[config.mk]
export PLATFORM = sky130hd
export DESIGN_NAME = std_seq_divmod
export DESIGN_NICKNAME = d
export VERILOG_FILES = /design/src/rtl/std_seq_divmod.sv
export SDC_FILE = /design/constraint.sdc
export NUM_CORES = 1
export LEC_CHECK = 0
export ABC_AREA = 1
export BUFFER_PORTS_ARGS = -buffer_cell sky130_fd_sc_hd__buf_4
export CAP_MARGIN = 20
export CORE_MARGIN = 5
export CORE_UTILIZATION = 40
export CTS_CLUSTER_DIAMETER = 120
export DETAILED_ROUTE_END_ITERATION = 7
export PLACE_DENSITY_LB_ADDON = 0.25
export SYNTH_ARGS = -nofsm -noshare
export SYNTH_HDL_FRONTEND = slang
export SYNTH_SLANG_ARGS = --single-unit
[constraint.sdc]
create_clock -name clk -period 3.4 [get_ports clk]
set_input_delay 0.51 -clock clk [delete_from_list [all_inputs] [get_ports clk]]
set_output_delay 0.51 -clock clk [all_outputs]
set_load 0.02 [all_outputs]
[src/rtl/std_seq_divmod.sv]
// Multi-cycle radix-2 restoring unsigned divider with go/done handshake.
// Optional div_by_zero flag is built only when STD_SEQ_DIVMOD_DIVZ_EN is defined.
module std_seq_divmod #(
   parameter int WIDTH = 32
) (
   input  logic             clk,
   input  logic             reset,
   input  logic             go,
   input  logic [WIDTH-1:0] left,
   input  logic [WIDTH-1:0] right,
   output logic [WIDTH-1:0] out_quotient,
   output logic [WIDTH-1:0] out_remainder,
   output logic             done
`ifdef STD_SEQ_DIVMOD_DIVZ_EN
   ,
   output logic             div_by_zero
`endif
);

   localparam int            CW   = $clog2(WIDTH);
   localparam logic [CW-1:0] LAST = CW'(WIDTH - 1);

   typedef enum logic [1:0] {
      IDLE,
      BUSY,
      DONE
   } state_t;

   state_t           state;
   state_t           state_next;
   logic             accept;
   logic             last;
   logic [WIDTH-1:0] dividend;
   logic [WIDTH-1:0] divisor;
   logic [WIDTH:0]   rem;
   logic [WIDTH:0]   shifted;
   logic [WIDTH:0]   trial;
   logic [WIDTH:0]   rem_next;
   logic             q_bit;
   logic [WIDTH-1:0] quo_next;
   logic [CW-1:0]    count;

   // NOTE: sequential state uses non-blocking assignments so every register
   // samples pre-edge values regardless of process ordering.
   always_ff @(posedge clk or negedge reset) begin
      if (!reset) begin
         state <= IDLE;
      end else begin
         state <= state_next;
      end
   end

   // NOTE: every output of this block gets a default first, so no path
   // through the case can leave a value held (which would infer a latch).
   always_comb begin
      state_next = state;
      accept     = 1'b0;
      last       = 1'b0;
      case (state)
         IDLE: begin
            if (go) begin
               accept     = 1'b1;
               state_next = BUSY;
            end
         end
         BUSY: begin
            if (count == LAST) begin
               last       = 1'b1;
               state_next = DONE;
            end
         end
         DONE:    state_next = IDLE;
         default: state_next = IDLE;
      endcase
   end

   // One restoring step: shift the next dividend bit into the partial
   // remainder and keep the difference when the divisor fits. A bit shifted
   // out of the top of rem means the value certainly exceeds the divisor.
   always_comb begin
      shifted  = {rem[WIDTH-1:0], dividend[WIDTH-1]};
      trial    = shifted - {1'b0, divisor};
      q_bit    = rem[WIDTH] | (shifted >= {1'b0, divisor});
      rem_next = q_bit ? trial : shifted;
      quo_next = {dividend[WIDTH-2:0], q_bit};
   end

   // The dividend register doubles as the quotient: each step shifts one
   // dividend bit out of the top and one quotient bit in at the bottom.
   always_ff @(posedge clk or negedge reset) begin
      if (!reset) begin
         dividend      <= '0;
         divisor       <= '0;
         rem           <= '0;
         count         <= '0;
         out_quotient  <= '0;
         out_remainder <= '0;
         done          <= 1'b0;
      end else begin
         done <= last;
         if (accept) begin
            dividend <= left;
            divisor  <= right;
            rem      <= '0;
            count    <= '0;
         end else if (state == BUSY) begin
            dividend <= quo_next;
            rem      <= rem_next;
            count    <= count + CW'(1);
            if (last) begin
               out_quotient  <= quo_next;
               out_remainder <= rem_next[WIDTH-1:0];
            end
         end
      end
   end

`ifdef STD_SEQ_DIVMOD_DIVZ_EN
   always_ff @(posedge clk or negedge reset) begin
      if (!reset) begin
         div_by_zero <= 1'b0;
      end else if (accept) begin
         div_by_zero <= (right == '0);
      end
   end
`endif

endmodule

==> results.py, run 1 <==
metrics = {
    "place": {
        "port_buffers": 131,
        "dpl.hpwl_mm": 19.16,
        "routabilityCongestion": 0.8968,
    },
    "logic_synthesis": {
        "synth_compound_area_share_pct": 7.646,
        "yosysWarningCount": 0,
        "synth_cells": 1348,
        "avgSynthCellArea_um2": 7.126,
        "synth-xor-area-share_pct": 1.368,
        "synth_top_family_by_area": "simple AND/OR/NAND/NOR gates",
        "synth.distinct_cells": 36,
        "syn-num-nets": 1450,
        "synth-simple-area-share_pct": 32.29,
        "synth_area_um2": 9605,
        "synth-seq-area-share_pct": 44.03,
        "synth_fa_ha_area_share_pct": 4.637,
        "synth_mux_area_share_pct": 0,
        "ys_ff_latch": 169,
    },
    "clock_network": {
        "cts_tree": "built",
        "insertion_delay_ns": 0.44,
        "numCtsBuffers": 17,
        "clock_sinks": 169,
        "ctsResizeCount": 0,
        "cts-htree-levels": 4,
        "clock_path_buffers": 2,
        "cts.clk_slew.worst_paths_ns": 0.08,
        "cts_setup_buffers": 0,
        "cts-root-buf": "clkbuf_16",
        "cts_hold_buffers": 0,
    },
    "setup_path": {
        "start_kind": "register",
        "worstSetupPathType": "reg2reg",
        "crit_path_max_fanout": 35,
        "cp.arrival_ns": 3.15,
        "endpoint_kind": "register",
        "required_ns": 3.74,
    },
    "timing": {
        "final_max_slew_viol_count": 0,
        "hold_slack_ns": 0.1173,
        "tns_ns": 0,
        "period_minus_slack_ns": 2.817,
        "worst_pin_slew_ns": 1.089,
        "clock_skew_ns": 0.01365,
        "fmax_mhz": 355.0,
        "maxSlewHeadroom_pct": 27.31,
        "hold_violations": 0,
        "setup-violations-final": 0,
        "rsz0062_at_grt": "false",
        "period_share_pct": 82.84,
    },
    "finish": {
        "drive_gt1_share_pct": 13.14,
        "num-fill-cells": 2456,
        "diodes": 0,
        "syn_to_final_growth_pct": 20.20,
        "final_nets": 1565,
    },
    "floorplanning": {
        "die_area_um2": 27210,
        "fp-row-count": 56,
        "placeableCoreArea_um2": 23540,
        "die_h_um": 165.0,
        "pin_count": 132,
        "start_util_pct": 40.80,
        "fp.dieW_um": 165.0,
    },
    "global_route": {
        "antenna_found_initial": 0,
        "grt_pass1_vias": 8270,
        "grt_remaining_overflow": 0,
        "grt_pass1_wl_mm": 42.48,
        "grt_max_degree": 97,
        "grt.total_usage_pct": 19.49,
    },
    "detailed_routing": {
        "vias_per_cell": 4.669,
        "route.detailed.drc": 0,
        "first_pass_iters": 7,
        "wl_mm": 25.97,
        "first_iter_violations": 508,
        "post_drt_wl_per_cell_um": 14.47,
        "antenna_left": 0,
        "via_count": 8381,
    },
    "hold_path": {
        "holdCritPathClass": "in2async",
    },
    "power_and_ir_drop": {
        "power_density_nw_per_um2": 1174,
        "ir_worst_vdd_mv": 0.4409,
        "p_leak_uw": 0.006313,
    },
    "outcome": {
        "outcome": "complete, no violations",
    },
    "job": {
        "cap_violations": 0,
    },
}
-- cell families after synthesis --
logic type / Yosys count
fa+ha+maj: 35
xor+xnor: 15
flops: 169
simple gates: 761
buf+inv: 248
compound gates: 120
-- cell usage after synthesis --
| library cell | number | area, um2 |
|---|---|---|
| a21o_1 | 1 | 7.510 |
| a21oi_1 | 16 | 80.08 |
| a21oi_2 | 1 | 8.760 |
| a22o_1 | 2 | 17.52 |
| a22oi_1 | 1 | 7.510 |
| and2_1 | 9 | 56.30 |
| buf_1 | 5 | 18.77 |
| buf_2 | 11 | 55.05 |
| buf_4 | 1 | 7.510 |
| buf_6 | 2 | 22.52 |
| clkbuf_1 | 27 | 101.4 |
| clkinv_1 | 1 | 3.750 |
| dfrtp_1 | 169 | 4229 |
| fa_1 | 1 | 20.02 |
| ha_1 | 34 | 425.4 |
| inv_1 | 199 | 747.0 |
| inv_2 | 2 | 7.510 |
| nand2_1 | 590 | 2215 |
| nand2_2 | 3 | 18.77 |
| nand2_4 | 2 | 22.52 |
| nand3_1 | 73 | 365.4 |
| nand3_2 | 2 | 20.02 |
| nand3b_1 | 8 | 60.06 |
| nand4_1 | 12 | 75.07 |
| nor2_1 | 49 | 183.9 |
| nor2_2 | 2 | 12.51 |
| nor2_4 | 1 | 11.26 |
| nor3_1 | 7 | 35.03 |
| nor3_2 | 2 | 20.02 |
| o211ai_1 | 1 | 7.510 |
| o21ai_0 | 67 | 335.3 |
| o21bai_1 | 1 | 7.510 |
| o221ai_1 | 30 | 262.8 |
| or2_2 | 1 | 6.260 |
| xnor2_1 | 6 | 52.55 |
| xor2_1 | 9 | 78.83 |
-- per-stage QoR --
step | area, um2 | total power [uW] | cells | utilization (%) | setup slack [ns]
after CTS | 11550 | 13690 | 1795 | 49.04 | 0.5752
final | 11550 | 13550 | 1795 | 49.04 | 0.5835
after detailed placement | 10910 | 11570 | 1763 | 46.36 | 0.5792
after global placement | 10910 | 11450 | 1763 | 46.36 | 0.6244
after global routing | 11550 | 15020 | 1795 | 49.04 | 0.3428
after floorplan | 9605 | 9390 | 1348 | - | 1.454
-- final timing paths --
path	from	endpoint	slack, ns	cells after the start
hold / removal	reset	out_remainder[17]	0.12	1
max in group asynchronous	reset	out_remainder[0]	2.54	2
setup / recovery	rem[2]	out_remainder[25]	0.58	15
hold reg to reg	out_remainder[29]	out_remainder[29]	0.48	2
setup reg to reg	rem[2]	out_remainder[25]	0.58	15
min in group clk	right[19]	divisor[19]	0.27	3
-- power breakdown --
| group | leakage, uW | total [uW] | switching [uW] | internal (uW) |
|---|---|---|---|---|
| clock | 0.000304 | 2060 | 1030 | 1030 |
| combinational | 0.00408 | 8210 | 5350 | 2850 |
| sequential | 0.00193 | 3290 | 403 | 2880 |
-- sequential cells by signal (all words and copies together) (netlist names) --
signal         flops
count              5
rem               33
done               1
dividend          32
divisor           32
out_remainder     32
out_quotient      32
state              2
-- cells in the final DEF, fill, tap and decap left out, types with 7 or more instances in the layout --
cell type,synthesis,layout
a21oi_1,16,16
and2_1,9,9
buf_4,1,139
clkbuf_16,0,17
dfrtp_1,169,169
ha_1,34,34
inv_1,199,199
nand2_1,590,589
nand3_1,73,73
nand3b_1,8,8
nand4_1,12,12
nor2_1,49,46
nor3_1,7,7
o21ai_0,67,67
o221ai_1,30,30
xor2_1,9,9
-- final cells by class --
| cell class | instances | area, um2 | area share [%] |
|---|---|---|---|
| Clock buffer | 17 | 425.4 | 3.684 |
| Clock inverter | 15 | 206.4 | 1.788 |
| Multi-Input combinational cell | 931 | 4433 | 38.39 |
| Inverter | 202 | 758.2 | 6.567 |
| Timing Repair Buffer | 142 | 1095 | 9.482 |
| Tap cell | 319 | 399.1 | 3.457 |
| Sequential cell | 169 | 4229 | 36.63 |
-- layer usage --
layer / track usage, % / up-vias / share of wire, %
met5: 0 / - / 0
met4: 5.180 / 0 / 1.2
met3: 2.870 / 25 / 3.3
met2: 30.97 / 136 / 46
met1: 27.92 / 3812 / 50
li1: - / 4408 / -
-- critical path: stages (launching register included) --
cell and delay, ns:
dfrtp_1 0.40, ha_1 0.34, nand2_1 0.17, inv_1 0.05, nand2_1 0.08, nand3_2 0.16
nand2_1 0.11, nand2_2 0.10, nand2_2 0.09, nand2_2 0.07, nand2_4 0.35, nand2_4 0.37
nand2_1 0.18, nand2_1 0.09, nand2_1 0.07, nand2_1 0.05
Power figures use the tool's default switching activity.
==> run 2, diff against run 1 <==
==> constraint.sdc (replaced) <==
create_clock -name clk -period 2.4 [get_ports clk]
set_input_delay 0.36 -clock clk [delete_from_list [all_inputs] [get_ports clk]]
set_output_delay 0.36 -clock clk [all_outputs]
set_load 0.02 [all_outputs]
==> results.py, run 2 (same netlist as run 1, synthesis figures left out) <==
metrics = {
    "setup_path": {
        "worst_path_most_repeated_cell": "nand2_1",
        "ff2ff_path_depth": 16,
        "cp.arrival_ns": 2.59,
        "max_stage_delay_ns": 0.39,
        "cpMaxStageDelayCell": "fa_2",
        "endpoint_kind": "register",
        "required_ns": 2.74,
        "worstSetupPathType": "reg2reg",
        "crit_path_max_fanout": 4,
        "start_kind": "register",
        "path_cells": "inv_1 > ha_1 > inv_1 > fa_2 > nand2_1 > nand2_2 > nand3_1 > nand3b_1 > nand2_2 > nand2_1 > nand2_1 > nand2_1 > nand2_1 > nand2_1 > nand2_1 > nand2_1",
    },
    "clock_network": {
        "cts.clk_slew.worst_paths_ns": 0.08,
        "cts_tree": "built",
        "cts-htree-levels": 4,
        "clock_sinks": 169,
        "insertion_delay_ns": 0.44,
        "clock_path_buffers": 2,
        "numCtsBuffers": 17,
        "cts-root-buf": "clkbuf_16",
    },
    "timing": {
        "rsz0062_at_grt": "true",
        "fmax_mhz": 445.3,
        "clock_skew_ns": 0.01012,
        "setup_ws_ns": 0.1544,
        "period_minus_slack_ns": 2.246,
        "worst_pin_slew_ns": 0.4662,
        "hold_slack_ns": 0.1212,
        "maxSlewHeadroom_pct": 68.92,
        "setup-violations-final": 0,
        "period_share_pct": 93.57,
        "final_max_slew_viol_count": 0,
        "hold_violations": 0,
    },
    "detailed_routing": {
        "vias_per_cell": 4.822,
        "first_pass_iters": 5,
        "antenna_left": 0,
        "post_drt_wl_per_cell_um": 15.08,
        "wl_mm": 27.36,
        "via_count": 8747,
        "first_iter_violations": 501,
        "route.detailed.drc": 0,
    },
    "power_and_ir_drop": {
        "p_leak_uw": 0.006458,
        "ir_worst_vdd_mv": 0.6201,
        "power_density_nw_per_um2": 1697,
    },
    "global_route": {
        "grt_pass1_wl_mm": 43.98,
        "antenna_found_initial": 0,
        "grt_max_degree": 97,
        "grt_pass1_vias": 8566,
        "grt.total_usage_pct": 20.30,
        "grt_remaining_overflow": 0,
    },
    "floorplanning": {
        "pin_count": 132,
        "start_util_pct": 40.80,
        "die_h_um": 165.0,
        "placeableCoreArea_um2": 23540,
        "fp.dieW_um": 165.0,
        "die_area_um2": 27210,
        "fp-row-count": 56,
    },
    "finish": {
        "final_common_cell": "nand2_1",
        "top_register": "rem",
        "most-common-layout-cells": "nand2_1, inv_1, dfrtp_1, buf_4, nand3_1",
        "final_nets": 1584,
        "largest_reg_flops": 33,
        "drive_gt1_share_pct": 16.72,
        "syn_to_final_growth_pct": 24.66,
        "diodes": 0,
        "final_cell_count_no_fill": 1814,
    },
    "place": {
        "placedCellCount": 1780,
        "routabilityCongestion": 0.9376,
        "dpl.hpwl_mm": 19.93,
        "port_buffers": 131,
        "pre_cts_ws_ns": -0.04511,
    },
    "job": {
        "cap_violations": 0,
    },
    "hold_path": {
        "whs_path_depth": 3,
        "holdCritPathClass": "in2reg",
    },
    "outcome": {
        "outcome": "complete, no violations",
    },
}
run 2: power breakdown:
group          switching [uW]  internal, uW  total, uW  leakage [uW]
clock network            1470          1450       2920      0.000305
logic                    8050          4670      12700       0.00423
registers                 595          4090       4680       0.00193
run 2: stage by stage:
| step | total power [uW] | utilization, % | area (um2) | setup TNS (ns) |
|---|---|---|---|---|
| after floorplan | 13300 | - | 9605 | 0 |
| after global placement | 16790 | 47.33 | 11140 | -0.004029 |
| after detailed placement | 16930 | 47.33 | 11140 | -0.07605 |
| after CTS | 19930 | 50.11 | 11800 | 0 |
| after global routing | 22420 | 50.86 | 11970 | -0.1285 |
| final | 20310 | 50.86 | 11970 | 0 |
run 2: final cells by class:
type / instances / area [um2]
tap: 319 / 399.1
sequential: 169 / 4229
fill: 2402 / 11570
clock inverter: 15 / 211.5
multi-input combinational: 931 / 4593
clock buffer: 17 / 425.4
inverter: 202 / 758.2
timing repair buffer: 161 / 1358
run 2: path summary, 6_finish.rpt:
check | from | endpoint | slack, ns
setup / recovery | dividend[31] | out_remainder[28] | 0.15
min in group asynchronous | reset | divisor[15] | 0.42
hold reg to reg | out_remainder[7] | out_remainder[7] | 0.48
setup reg to reg | dividend[31] | out_remainder[28] | 0.15
hold / removal | right[24] | divisor[24] | 0.12
max in group asynchronous | reset | divisor[0] | 1.26
run 2: worst max-delay path, delay by kind of cell (launching register included):
family | cells | cell delay, ns
adders and majority gates | 2 | 0.55
DFF | 1 | 0.36
and+or+nand+nor | 12 | 1.05
buffers and inverters | 2 | 0.19
run 2: per-layer routing:
metal,track usage [%],wire length (um),vias up
li1,-,-,4451
met1,28.45,13090,4109
met2,32.89,12710,162
met3,3.344,1144,25
met4,5.104,415,0
met5,0,0,-
run 2: repair_timing:
| item | CTS | global route |
|---|---|---|
| buffers inserted | 0 | 0 |
| cloned | 0 | 1 |
| pin swaps | 0 | 2 |
| resized for setup | 2 | 41 |
| endpoints found under the setup margin | 4 | 67 |
| endpoints found under the hold margin | 39 | 0 |
| hold buffers | 1 | 0 |
==> run 3, diff against run 2 <==
--- a/config.mk
+++ b/config.mk
@@ -8,11 +8,13 @@
 export ABC_AREA = 1
 export BUFFER_PORTS_ARGS = -buffer_cell sky130_fd_sc_hd__buf_4
 export CAP_MARGIN = 20
+export CORE_ASPECT_RATIO = 1.2
 export CORE_MARGIN = 5
 export CORE_UTILIZATION = 40
 export CTS_CLUSTER_DIAMETER = 120
 export DETAILED_ROUTE_END_ITERATION = 7
 export PLACE_DENSITY_LB_ADDON = 0.25
+export RECOVER_POWER = 25
 export SYNTH_ARGS = -nofsm -noshare
 export SYNTH_HDL_FRONTEND = slang
 export SYNTH_SLANG_ARGS = --single-unit
==> results.py, run 3 (same netlist as run 1, synthesis figures left out) <==
metrics = {
    "outcome": {
        "outcome": "complete, no violations",
    },
    "setup_path": {
        "startpoint": "divisor[3]",
        "cp_num_buf_inv": 3,
        "required_ns": 2.73,
        "max_stage_delay_ns": 0.36,
        "path_cells": "inv_1 > ha_4 > nand2_2 > inv_1 > nand2_1 > nand3_4 > nand2_1 > nand2_4 > nand2_2 > nand2_2 > nand2_4 > buf_8 > nand3b_1 > nand3_1 > nand2_1",
        "worstSetupPathType": "reg2reg",
        "crit_path_max_fanout": 15,
        "cpMaxStageDelayCell": "dfrtp_1",
        "cp.arrival_ns": 2.56,
        "cp_top_family": "simple AND/OR/NAND/NOR gates",
        "endpoint_kind": "register",
        "regToRegStartpoint": "divisor[3]",
        "start_kind": "register",
    },
    "global_route": {
        "grt_pass1_vias": 8766,
        "antenna_found_initial": 0,
        "grt_pass1_wl_mm": 43.85,
        "grt_remaining_overflow": 0,
        "grt.total_usage_pct": 19.97,
        "grt_max_degree": 118,
    },
    "timing": {
        "setup_ws_ns": 0.1732,
        "final_max_slew_viol_count": 0,
        "period_share_pct": 92.78,
        "hold_violations": 0,
        "setup-violations-final": 0,
        "period_minus_slack_ns": 2.227,
        "worst_pin_slew_ns": 1.082,
        "rsz0062_at_grt": "true",
        "fmax_mhz": 449.1,
        "maxSlewHeadroom_pct": 27.83,
        "tns_ns": 0,
        "clock_skew_ns": 0.01269,
    },
    "finish": {
        "largest_reg_flops": 33,
        "drive_gt1_share_pct": 16.30,
        "top_register": "rem",
        "regArea_um2": 4229,
        "final_common_cell": "nand2_1",
        "num-fill-cells": 2399,
        "syn_to_final_growth_pct": 24.71,
        "multi_input_area_um2": 4666,
        "final_core_util_pct": 50.30,
        "final_nets": 1586,
        "most-common-layout-cells": "nand2_1, inv_1, dfrtp_1, buf_4, nand3_1",
        "diodes": 0,
    },
    "power_and_ir_drop": {
        "clkPwrFrac_pct": 14.4,
        "power_density_nw_per_um2": 1701,
        "p_comb_share_pct": 62.5,
        "power.switching_uw": 10030,
        "total_power_uw": 20380,
        "p_leak_uw": 0.006436,
        "power.internal_uw": 10350,
        "ir_worst_vdd_mv": 0.6355,
        "seqPwrFrac_pct": 23.1,
        "switching_share_pct": 49.21,
    },
    "place": {
        "routabilityCongestion": 0.9518,
        "dpl.hpwl_mm": 19.62,
        "pre_cts_ws_ns": -0.008816,
        "port_buffers": 131,
    },
    "hold_path": {
        "hold_start": "right[18]",
        "holdCritPathClass": "in2reg",
    },
    "clock_network": {
        "cts_tree": "built",
        "cts.clk_slew.worst_paths_ns": 0.08,
        "clock_path_buffers": 2,
        "clock_sinks": 169,
        "numCtsBuffers": 17,
        "cts-htree-levels": 4,
        "cts-root-buf": "clkbuf_16",
        "insertion_delay_ns": 0.45,
    },
    "detailed_routing": {
        "first_pass_iters": 4,
        "first_iter_violations": 446,
        "antenna_left": 0,
        "route.detailed.drc": 0,
        "wl_mm": 26.57,
        "post_drt_wl_per_cell_um": 14.62,
        "vias_per_cell": 4.745,
        "via_count": 8622,
    },
    "floorplanning": {
        "pin_count": 132,
        "start_util_pct": 40.33,
        "die_h_um": 179.8,
        "placeableCoreArea_um2": 23820,
        "die_area_um2": 27230,
        "fp-row-count": 62,
        "fp.dieW_um": 151.5,
    },
    "job": {
        "cap_violations": 0,
    },
}
[run 3: changes by cell type in the layout (fill, tap and decap cells not counted), sizes merged]
cell / delta
clkinv: -2
buf: +1
clkbuf: +1
inv: +2
[run 3: repair_timing]
item / 4_1_cts / 5_1_grt
setup buffers: 0 / 2
hold buffers: 1 / 0
pin swaps: 0 / 3
resized for setup: 2 / 35
hold endpoints to repair: 8 / 0
endpoints found under the setup margin: 3 / 66
[run 3: path summary, 6_finish.rpt]
kind / endpoint / slack (ns) / cells past startpoint
setup / recovery: rem[7] / 0.17 / 15
hold / removal: divisor[18] / 0.12 / 3
setup reg to reg: rem[7] / 0.17 / 15
min in group asynchronous: rem[9] / 0.46 / 2
max in group asynchronous: rem[23] / 0.46 / 3
hold reg to reg: out_remainder[11] / 0.48 / 2
[run 3: routing by layer]
metal	GRT usage (%)	wire length (um)
met2	34.51	13080
met3	2.872	964
met4	5.624	379
met1	25.88	12150
met5	0	0
[run 3: metrics by stage]
step | instance area [um2] | std cells | hold WS, ns
global placement | 11100 | 1782 | 0.1806
CTS | 11750 | 1815 | 0.1059
floorplan | 9605 | 1348 | 0.06441
detailed placement | 11100 | 1782 | 0.1787
finish | 11980 | 1817 | 0.1207
global route | 11980 | 1817 | 0.1225
[run 3: power groups by stage]
stage	combinational (uW)	clock [uW]	sequential, uW
after floorplan	8340	0	4970
after global placement	12000	0	4690
after detailed placement	12200	0	4710
after CTS	12300	3010	4660
after global routing	14600	3110	4860
final	12700	2930	4710
[run 3: worst min-delay path, delay by kind of cell]
kind	cells	cell delay [ns]
buffers and inverters	1	0.07
AOI/OAI and AO/OA	1	0.06
and+or+nand+nor	1	0.04
[run 3: layout make-up]
| cell class | count | share of cell area, % |
|---|---|---|
| Clock buffer | 17 | 3.551 |
| Clock inverter | 15 | 1.723 |
| Inverter | 202 | 6.330 |
| Multi-Input combinational cell | 931 | 38.95 |
| Sequential cell | 169 | 35.30 |
| Tap cell | 320 | 3.342 |
| Timing Repair Buffer | 163 | 10.80 |
